<file path="src/rtl/capture_pkg.sv">
// Shared types for the capture path: FSM state encoding and the FIFO entry layout.
package capture_pkg;

  typedef enum logic [1:0] {
    IDLE    = 2'd0,
    CAPTURE = 2'd1,
    DRAIN   = 2'd2
  } capture_state_e;

  // Entry layout at the default 12-bit sample width; the top rebuilds it for its own DATA_WIDTH.
  localparam int unsigned CAP_DATA_WIDTH = 12;

  typedef struct packed {
    logic                      last;
    logic [CAP_DATA_WIDTH-1:0] data;
  } fifo_entry_t;

endpackage

</file>
<file path="src/rtl/sync_fifo.sv">
// Single-clock first-word-fall-through FIFO with synchronous flush; a push into a full FIFO
// is accepted when a pop happens in the same cycle.
module sync_fifo #(
  parameter int unsigned WIDTH = 13,
  parameter int unsigned DEPTH = 16
) (
  input  logic                   i_clk,
  input  logic                   i_areset_n,
  input  logic                   flush_i,
  input  logic                   push_i,
  input  logic [WIDTH-1:0]       wdata_i,
  input  logic                   pop_i,
  output logic [WIDTH-1:0]       rdata_o,
  output logic                   full_o,
  output logic                   empty_o,
  output logic [$clog2(DEPTH):0] count_o
);

  localparam int unsigned AW = $clog2(DEPTH);
  localparam logic [AW:0] FULL_COUNT = (AW+1)'(DEPTH);

  logic [WIDTH-1:0] mem_q [DEPTH];
  logic [AW-1:0]    wr_ptr_q;
  logic [AW-1:0]    rd_ptr_q;
  logic [AW:0]      count_q;
  logic             do_push;
  logic             do_pop;

  assign empty_o = (count_q == '0);
  assign full_o  = (count_q == FULL_COUNT);
  assign do_pop  = pop_i && !empty_o && !flush_i;
  assign do_push = push_i && (!full_o || do_pop) && !flush_i;
  assign rdata_o = mem_q[rd_ptr_q];
  assign count_o = count_q;

  always_ff @(posedge i_clk) begin
    if (do_push) mem_q[wr_ptr_q] <= wdata_i;
  end

  always_ff @(posedge i_clk or negedge i_areset_n) begin
    if (!i_areset_n) begin
      wr_ptr_q <= '0;
      rd_ptr_q <= '0;
      count_q  <= '0;
    end else if (flush_i) begin
      wr_ptr_q <= '0;
      rd_ptr_q <= '0;
      count_q  <= '0;
    end else begin
      if (do_push) wr_ptr_q <= wr_ptr_q + 1'b1;
      if (do_pop)  rd_ptr_q <= rd_ptr_q + 1'b1;
      case ({do_push, do_pop})
        2'b10:   count_q <= count_q + 1'b1;
        2'b01:   count_q <= count_q - 1'b1;
        default: count_q <= count_q;
      endcase
    end
  end

endmodule

</file>
<file path="src/rtl/capture_batcher.sv">
// Groups ADC or ramp samples into fixed-size batches, buffers them and streams them out
// with the final sample of each complete batch tagged.
module capture_batcher
  import capture_pkg::*;
#(
  parameter int unsigned DATA_WIDTH = 12,
  parameter int unsigned BATCH_SIZE = 1024,
  parameter int unsigned FIFO_DEPTH = 16,
  parameter int unsigned MOCK_DIV   = 4
) (
  input  logic                  i_clk,
  input  logic                  i_areset_n,
  input  logic                  i_capture_enable,
  input  logic                  i_mock_enable,
  input  logic                  i_reset_fifo,
  input  logic [DATA_WIDTH-1:0] i_adc_data,
  input  logic                  i_adc_valid,
  output logic [DATA_WIDTH-1:0] o_data,
  output logic                  o_valid,
  output logic                  o_last,
  input  logic                  i_ready,
  output logic                  o_fifo_overflow,
  output logic                  o_batch_ready,
  output logic                  o_busy,
  output capture_state_e        o_state
);

  localparam int unsigned CNT_W = $clog2(BATCH_SIZE);
  localparam int unsigned DIV_W = (MOCK_DIV > 1) ? $clog2(MOCK_DIV) : 1;
  localparam int unsigned FCW   = $clog2(FIFO_DEPTH) + 1;
  localparam logic [CNT_W-1:0] LAST_IDX = CNT_W'(BATCH_SIZE - 1);
  localparam logic [DIV_W-1:0] DIV_LAST = DIV_W'(MOCK_DIV - 1);

  typedef struct packed {
    logic                  last;
    logic [DATA_WIDTH-1:0] data;
  } entry_t;

  capture_state_e        state_q;
  logic                  src_mock_q;
  logic [CNT_W-1:0]      cnt_q;
  logic [DIV_W-1:0]      div_q;
  logic [DATA_WIDTH-1:0] ramp_q;
  logic                  ovf_q;
  logic                  br_q;

  entry_t                push_entry;
  entry_t                head;
  logic                  fifo_full;
  logic                  fifo_empty;
  logic [FCW-1:0]        fifo_count;
  logic                  mock_tick;
  logic                  src_event;
  logic                  in_capture;
  logic                  pop;
  logic                  can_push;
  logic                  push;
  logic                  is_last;

  assign mock_tick  = src_mock_q && (div_q == DIV_LAST);
  assign src_event  = src_mock_q ? mock_tick : i_adc_valid;
  assign in_capture = (state_q == CAPTURE);
  assign pop        = !fifo_empty && i_ready;
  // Fullness is judged after this cycle's pop, so a full FIFO being drained still accepts.
  assign can_push   = !fifo_full || pop;
  assign push       = in_capture && i_capture_enable && src_event && can_push && !i_reset_fifo;
  assign is_last    = (cnt_q == LAST_IDX);

  assign push_entry.last = is_last;
  assign push_entry.data = src_mock_q ? ramp_q : i_adc_data;

  sync_fifo #(
    .WIDTH (DATA_WIDTH + 1),
    .DEPTH (FIFO_DEPTH)
  ) u_fifo (
    .i_clk      (i_clk),
    .i_areset_n (i_areset_n),
    .flush_i    (i_reset_fifo),
    .push_i     (push),
    .wdata_i    (push_entry),
    .pop_i      (pop),
    .rdata_o    (head),
    .full_o     (fifo_full),
    .empty_o    (fifo_empty),
    .count_o    (fifo_count)
  );

  always_ff @(posedge i_clk or negedge i_areset_n) begin
    if (!i_areset_n) begin
      state_q    <= IDLE;
      src_mock_q <= 1'b0;
      cnt_q      <= '0;
      div_q      <= '0;
      ramp_q     <= '0;
      ovf_q      <= 1'b0;
      br_q       <= 1'b0;
    end else if (i_reset_fifo) begin
      state_q <= IDLE;
      cnt_q   <= '0;
      div_q   <= '0;
      ramp_q  <= '0;
      ovf_q   <= 1'b0;
      br_q    <= 1'b0;
    end else begin
      // Any accepted beat after a last beat starts the next batch, so one rule covers set and clear.
      if (pop) br_q <= head.last;
      if (in_capture && src_mock_q) begin
        div_q <= mock_tick ? '0 : div_q + 1'b1;
        if (mock_tick) ramp_q <= ramp_q + 1'b1;
      end
      case (state_q)
        IDLE: begin
          if (i_capture_enable) begin
            state_q    <= CAPTURE;
            src_mock_q <= i_mock_enable;
            cnt_q      <= '0;
          end
        end
        CAPTURE: begin
          if (!i_capture_enable) begin
            state_q <= DRAIN;
          end else if (src_event) begin
            if (can_push) begin
              cnt_q <= cnt_q + 1'b1;
              if (is_last) state_q <= DRAIN;
            end else begin
              ovf_q <= 1'b1;
            end
          end
        end
        DRAIN: begin
          if (fifo_count == '0) begin
            if (i_capture_enable) begin
              state_q    <= CAPTURE;
              src_mock_q <= i_mock_enable;
              cnt_q      <= '0;
            end else begin
              state_q <= IDLE;
            end
          end
        end
        default: state_q <= IDLE;
      endcase
    end
  end

  assign o_valid         = !fifo_empty;
  assign o_data          = o_valid ? head.data : '0;
  assign o_last          = o_valid && head.last;
  assign o_fifo_overflow = ovf_q;
  assign o_batch_ready   = br_q;
  assign o_busy          = (state_q != IDLE);
  assign o_state         = state_q;

endmodule

</file>
<file path="config.mk">
export PLATFORM = sky130hd
export DESIGN_NAME = capture_batcher
export DESIGN_NICKNAME = d
export VERILOG_FILES = /design/src/rtl/capture_pkg.sv /design/src/rtl/sync_fifo.sv /design/src/rtl/capture_batcher.sv
export SDC_FILE = /design/constraint.sdc
export NUM_CORES = 1
export LEC_CHECK = 0
export BUFFER_PORTS_ARGS = -buffer_cell sky130_fd_sc_hd__clkbuf_2
export CAP_MARGIN = 20
export CORE_ASPECT_RATIO = 0.9
export CORE_MARGIN = 4
export CORE_UTILIZATION = 56
export DETAILED_ROUTE_END_ITERATION = 8
export PLACE_DENSITY = 0.76
export SYNTH_ARGS = -nofsm -noshare
export SYNTH_HDL_FRONTEND = slang
export SYNTH_SLANG_ARGS = --single-unit
</file>
<file path="constraint.sdc">
create_clock -name i_clk -period 2.85 [get_ports i_clk]
set_input_delay 0.57 -clock i_clk [delete_from_list [all_inputs] [get_ports i_clk]]
set_output_delay 0.57 -clock i_clk [all_outputs]
set_load 0.05 [all_outputs]
</file>
### Yosys cells after proc, flatten, opt, wreduce, memory -nomap -nowiden

Memories as Yosys holds them, arrays and structs flattened.
Index checks and enable logic that the tools add are counted.

| word-level totals | value |
|---|---|
| bits in registers | 42 |
| bits in writable memories | 208 |
| input port bits | 19 |
| output and inout bits | 19 |
| memories kept | 1 |

| operators by class | value |
|---|---|
| add/sub/neg operators | 7 |
| equality and inequality tests | 17 |
| multiplexer cells | 43 |
| bitwise operators | 1 |
| reduce and logical (&&, ||, !) cells | 36 |

Memory list:

| memory | words | width | read ports | clocked after Yosys merged registers in | wr ports | line | RTL |
|---|---|---|---|---|---|---|---|
| u_fifo.mem_q | 16 | 13 | 1 | 0 | 1 | sync_fifo.sv:22 | `logic [WIDTH-1:0] mem_q [DEPTH];` |

Operators by type and width:

| operator | number |
|---|---|
| $mux W10 | 6 |
| $mux W12 | 5 |
| $pmux W10 S3 | 1 |
| $mux W2 | 10 |
| $reduce_bool A2 Y1 | 10 |
| $mux W4 | 4 |
| $mux W1 | 13 |
| $add A12 B1 Y12 const B | 1 |
| $logic_and A1 B1 Y1 | 12 |
| $ne A3 B3 Y1 const B | 4 |
| $add A10 B1 Y10 const B | 1 |
| $eq A10 B10 Y1 const B | 1 |
| $pmux W5 S2 | 1 |
| $reduce_and A5 Y1 | 2 |
| $add A4 B1 Y4 const B | 2 |
| $ne A4 B3 Y1 const B | 2 |
| $eq A2 B2 Y1 const B | 3 |
| $pmux W2 S3 | 1 |
| $add A5 B1 Y5 const B | 1 |
| $eq A5 B5 Y1 const B | 1 |
| $logic_not A5 Y1 | 1 |
| $mux W5 | 1 |
| $sub A5 B1 Y5 const B | 1 |
| $eq A2 B1 Y1 const B | 2 |
| other kinds (14) | 18 |

### Logic depth before layout (Yosys ltp)

| logic depth | value |
|---|---|
| word-level depth | 11 |
| mapped depth | 11 |
| gate-level depth less buffers | 11 |

### By module

From an unflattened synthesis, not the netlist that was laid out.

| unflattened totals | value |
|---|---|
| cell total of the unflattened synthesis | 698 |
| area, all modules | 10732.8 um^2 |

By module, submodules not included:

| module | instances | cells each | area an instance (um^2) | seq. area each (um^2) |
|---|---|---|---|---|
| sync_fifo | 1 | 506 | 8923.6 | 6571.3 |
| capture_batcher | 1 | 192 | 1809.2 | 725.7 |

### Least setup slack after synthesis

No wires, ideal clock.

| timing path | value |
|---|---|
| path kind | flip-flop to flip-flop |
| from | reg state_q[0], in the netlist o_state[0] |
| to | mem u_fifo.mem_q[2][0] (enable) |
| arrival | 2.605 ns |
| data required time | 2.433 ns |
| slack | -0.172 ns |
| stages on the path, launching flop included | 5 |
| clock period less this slack | 3.022 ns |
| path through | dfrtp_1 -> nor2b_1 -> buf_2 -> nand3_1 -> nor4_1 |

| between the ends | value |
|---|---|
| word-level cells in the longest chain between the ends | 9 |

Ends and longest elaborated chain:

| what | line | RTL |
|---|---|---|
| start: declaration | capture_batcher.sv:39 | `capture_state_e state_q;` |
| start signal: assignment | capture_batcher.sv:90 | `state_q <= IDLE;` |
| start signal: assignment | capture_batcher.sv:98 | `state_q <= IDLE;` |
| start signal: assignment | capture_batcher.sv:114 | `state_q <= CAPTURE;` |
| $eq A2 B1 Y1 | capture_batcher.sv:62 | `assign in_capture = (state_q == CAPTURE);` |
| $logic_and A1 B1 Y1 (4 in series) | capture_batcher.sv:66 | `assign push = in_capture && i_capture_enable && src_event && can_push && !i_reset_fifo;` |
| $logic_and A1 B1 Y1 (2 in series) | sync_fifo.sv:32 | `assign do_push = push_i && (!full_o \|\| do_pop) && !flush_i;` |
| $mux W1 | sync_fifo.sv:37 | `if (do_push) mem_q[wr_ptr_q] <= wdata_i;` |
| $mux W1 (implied by the code) | sync_fifo.sv:37 |  |
| end: declaration | sync_fifo.sv:22 |  |

Every way passes these cells.

### Final worst setup path

| timing path | value |
|---|---|
| from | reg u_fifo.rd_ptr_q[0] |
| to | out o_data[0] |

| between the ends | value |
|---|---|
| word-level cells in the longest chain between the ends | 2 |

Ends and longest elaborated chain:

| what | line | RTL |
|---|---|---|
| start: declaration | sync_fifo.sv:24 | `logic [AW-1:0] rd_ptr_q;` |
| start signal: assignment | sync_fifo.sv:51 | `if (do_pop) rd_ptr_q <= rd_ptr_q + 1'b1;` |
| $mem_v2 Z16 W13 | -- |  |
| $mux W12 | capture_batcher.sv:148 | `assign o_data = o_valid ? head.data : '0;` |
| end: declaration | capture_batcher.sv:18 | `output logic [DATA_WIDTH-1:0] o_data,` |

Every way passes these cells.

==> impl_metrics.env <==
export IMPL_outcome="finished with violations"
export IMPL_violations="negative setup slack"
export IMPL_yosys_warnings=0
export IMPL_max_slew_margin_pct=60.16
export IMPL_die_x_um=152.1
export IMPL_report_final_slew_viol_count=0
export IMPL_synth_nets=609
export IMPL_drive_gt1_share_pct=34.64
export IMPL_fin_crit_sh_pct=112.6
export IMPL_critical_path_class="register to primary output"
export IMPL_path_depth=6
export IMPL_synth_top_area_share_pct=59.66
export IMPL_pwr_share_seq_pct=43.9
export IMPL_drc=0
export IMPL_crit_chain="buf_12, buf_12, mux4_2, mux4_2, and2_4, buf_8"
export IMPL_clk_pin_slew_ns=0.06
export IMPL_syn_inst=580
export IMPL_fin_ws_ns=-0.3582
export IMPL_netlist_area_sq_um=10470
export IMPL_fin_area_sq_um=12370
export IMPL_place_ws_ns=0.08092
export IMPL_finalPower_w=0.009366
export IMPL_period_minus_slack_ns=3.208
export IMPL_root_buffer="clkbuf_16"
export IMPL_start_kind="register"
export IMPL_switchingPower_w=0.002466
export IMPL_crit_path_top_delay_cell="dfrtp_4"
export IMPL_reg2reg_from="div_q[0]$_DFFE_PN0P_"
export IMPL_grt_pass1_vias=5929
export IMPL_cpPeakStageDelay_ns=0.51
export IMPL_swShare_pct=26.33
export IMPL_clk_insertion_delay_late_ns=0.52
export IMPL_async_flop_share_pct=16.80
export IMPL_leakage_nw=4.307
export IMPL_worstHoldPathCells=2
export IMPL_cp_max_fo=7
export IMPL_skew_ns=0.01247
export IMPL_ys_ff_latch=250
export IMPL_rr_worst_depth=10
export IMPL_synth_cell_types=58
export IMPL_wire_per_inst_um=24.97
export IMPL_cts_max_level=1
export IMPL_dpl_cell_area_sq_um=11230
export IMPL_cts_tree="yes"
export IMPL_whs_endpoint="src_mock_q$_DFFE_PN0P_"
export IMPL_via_per_inst=6.172
export IMPL_hpwlAfterDp_um=14080
export IMPL_setup_viol=13
export IMPL_ys_seq_area_share_pct=69.70
export IMPL_synth_area_leaders="edfxtp_1, mux4_2, dfrtp_1, nor2_1, mux2_2"
export IMPL_coreArea_sq_um=18410
export IMPL_initial_utilization_pct=56.88
export IMPL_firstDrtPassIters=5
export IMPL_fp_dieArea_sq_um=20950
export IMPL_synth_edf_count=208
export IMPL_io_pins=38
export IMPL_comb_power_share_pct=21.6
export IMPL_synthFlopType="edfxtp_1"
export IMPL_maxCapViolations=0
export IMPL_min_path_type="input port to register"
export IMPL_grt_ovfl_total=0
export IMPL_p_clk_share_pct=34.6
export IMPL_antenna_found_initial=0
export IMPL_numClockSinks=250
export IMPL_grt_max_degree=31
export IMPL_track_usage_pct=22.67
export IMPL_worstPathArrival_ns=2.64
export IMPL_num_antenna_cells=0
export IMPL_clock_path_buffers=3
export IMPL_required_ns=2.28
export IMPL_place_gp_congestion=0.8572
export IMPL_ir_worst_vdd_v=0.0005005
export IMPL_hold_viol=0
export IMPL_timing_rr_end="u_fifo.count_o[4]$_DFFE_PN0P_"
export IMPL_power_internal_w=0.006900
export IMPL_vias=5752
export IMPL_fin_cells=932
export IMPL_synth_top_cells_by_count="edfxtp_1, mux4_2, dfrtp_1, nor2_1, nand2_1"
export IMPL_ff2ff_setup_slack_ns=0.13
export IMPL_fmax_mhz=311.7
export IMPL_layout_nets=697
export IMPL_area_growth_pct=18.17
export IMPL_p_per_area_nw_per_um2=757.1
export IMPL_hp_start="i_mock_enable"
export IMPL_dp_cells=875
export IMPL_grt_first_pass_wirelength_um=35380
export IMPL_endpoint_kind="primary output"
export IMPL_synth_area_per_cell_sq_um=18.05
export IMPL_numPortBuffers=37
export IMPL_ant_nets=0
export IMPL_std_cell_rows=47
export IMPL_drtIter0Drc=578
export IMPL_final_setup_tns_ns=-4.080
export IMPL_worst_pin_slew_ns=0.5976
export IMPL_synth_top_cell_by_area="edfxtp_1"
export IMPL_grt_setup_unrepaired="true"
export IMPL_crit_buf_inv=3
export IMPL_cts_inserted_buffers=25
export IMPL_routed_wl_um=23270
export IMPL_synth_most_common_cell="edfxtp_1"
export IMPL_die_h_um=137.7
export IMPL_crit_family="multiplexers"
flip-flops by register name, indices dropped and copies added (netlist names):
name,count
src_mock_q,1
u_fifo.rd_ptr_q,4
u_fifo.wr_ptr_q,4
ramp_q,12
div_q,2
u_fifo.mem_q,208
u_fifo.count_o,5
o_batch_ready,1
o_fifo_overflow,1
o_state,2
cnt_q,10
cells in the final DEF (no fill, tap or decap), drive strengths merged, types with 5 or more instances in the layout:
cell	n
xor2	14
nand3	11
ha	10
a21oi	16
mux4	65
edfxtp	208
dfrtp	42
nand2	28
xnor2	6
o21ai	9
nor4	5
a31oi	7
nand4	6
and2	22
mux2	14
clkbuf	57
inv	10
clkinv	9
buf	58
nor2	42
kinds of logic (layout without fill, tap and decap cells):
group | after synthesis | after routing | synth area share [%]
simple gates | 137 | 137 | 6.920
flops | 250 | 250 | 69.70
fa+ha+maj | 10 | 10 | 1.195
compound gates | 47 | 47 | 3.215
xor+xnor | 20 | 20 | 1.673
buf+inv | 34 | 141 | 1.398
mux | 82 | 82 | 15.90
cell type report:
class	instances	area, sq um
flip-flops and latches	250	7302
repair buffers	86	810.8
well taps	245	306.5
clock buffers	30	674.4
clock inverters	16	161.4
inverters	9	33.78
fillers	1165	6036
multi-input cells	296	3082
worst max path at each step:
stage,start,endpoint
after floorplan,o_state[0]$_DFFE_PN0P_,u_fifo.mem_q[2][0]$_DFFE_PP_
after global placement,u_fifo.rd_ptr_q[0]$_DFFE_PN0P_,o_data[2]
after detailed placement,u_fifo.rd_ptr_q[0]$_DFFE_PN0P_,o_data[2]
after CTS,u_fifo.rd_ptr_q[0]$_DFFE_PN0P_,o_data[9]
after global routing,u_fifo.rd_ptr_q[0]$_DFFE_PN0P_,o_data[0]
final,u_fifo.rd_ptr_q[0]$_DFFE_PN0P_,o_data[0]
stage by stage:
step,hold slack [ns],util (%)
floorplan,0.2744,-
finish,0.2925,67.21
global route,0.2824,67.21
global placement,0.4541,60.99
CTS,0.2698,66.89
detailed placement,0.4698,60.99
power groups by stage:
stage               sequential, W  combinational [W]  clock [W]
floorplan                 0.00417            0.00124          0
global placement          0.00418            0.00160          0
detailed placement        0.00418            0.00165          0
CTS                       0.00411            0.00193    0.00331
global route              0.00411            0.00214    0.00348
finish                    0.00411            0.00202    0.00324
metal layers:
metal / wire (um) / vias to the layer above / GRT usage [%] / part of all wire (%)
met2: 12290 / 227 / 40.82 / 53
met1: 9208 / 3027 / 30.22 / 40
li1: - / 2473 / - / -
met4: 351 / 0 / 4.443 / 1.5
met3: 1425 / 25 / 3.204 / 6.1
met5: 0 / - / 0 / 0
timing repair:
| item | CTS | global route |
|---|---|---|
| hold buffers | 1 | 0 |
| gates resized for setup | 30 | 24 |
| hold endpoints to repair | 14 | 0 |
| endpoints found under the setup margin | 13 | 14 |
| cloned | 2 | 1 |
| pin swaps | 0 | 1 |
| setup buffers | 6 | 2 |
Power figures use the tool's default switching activity.
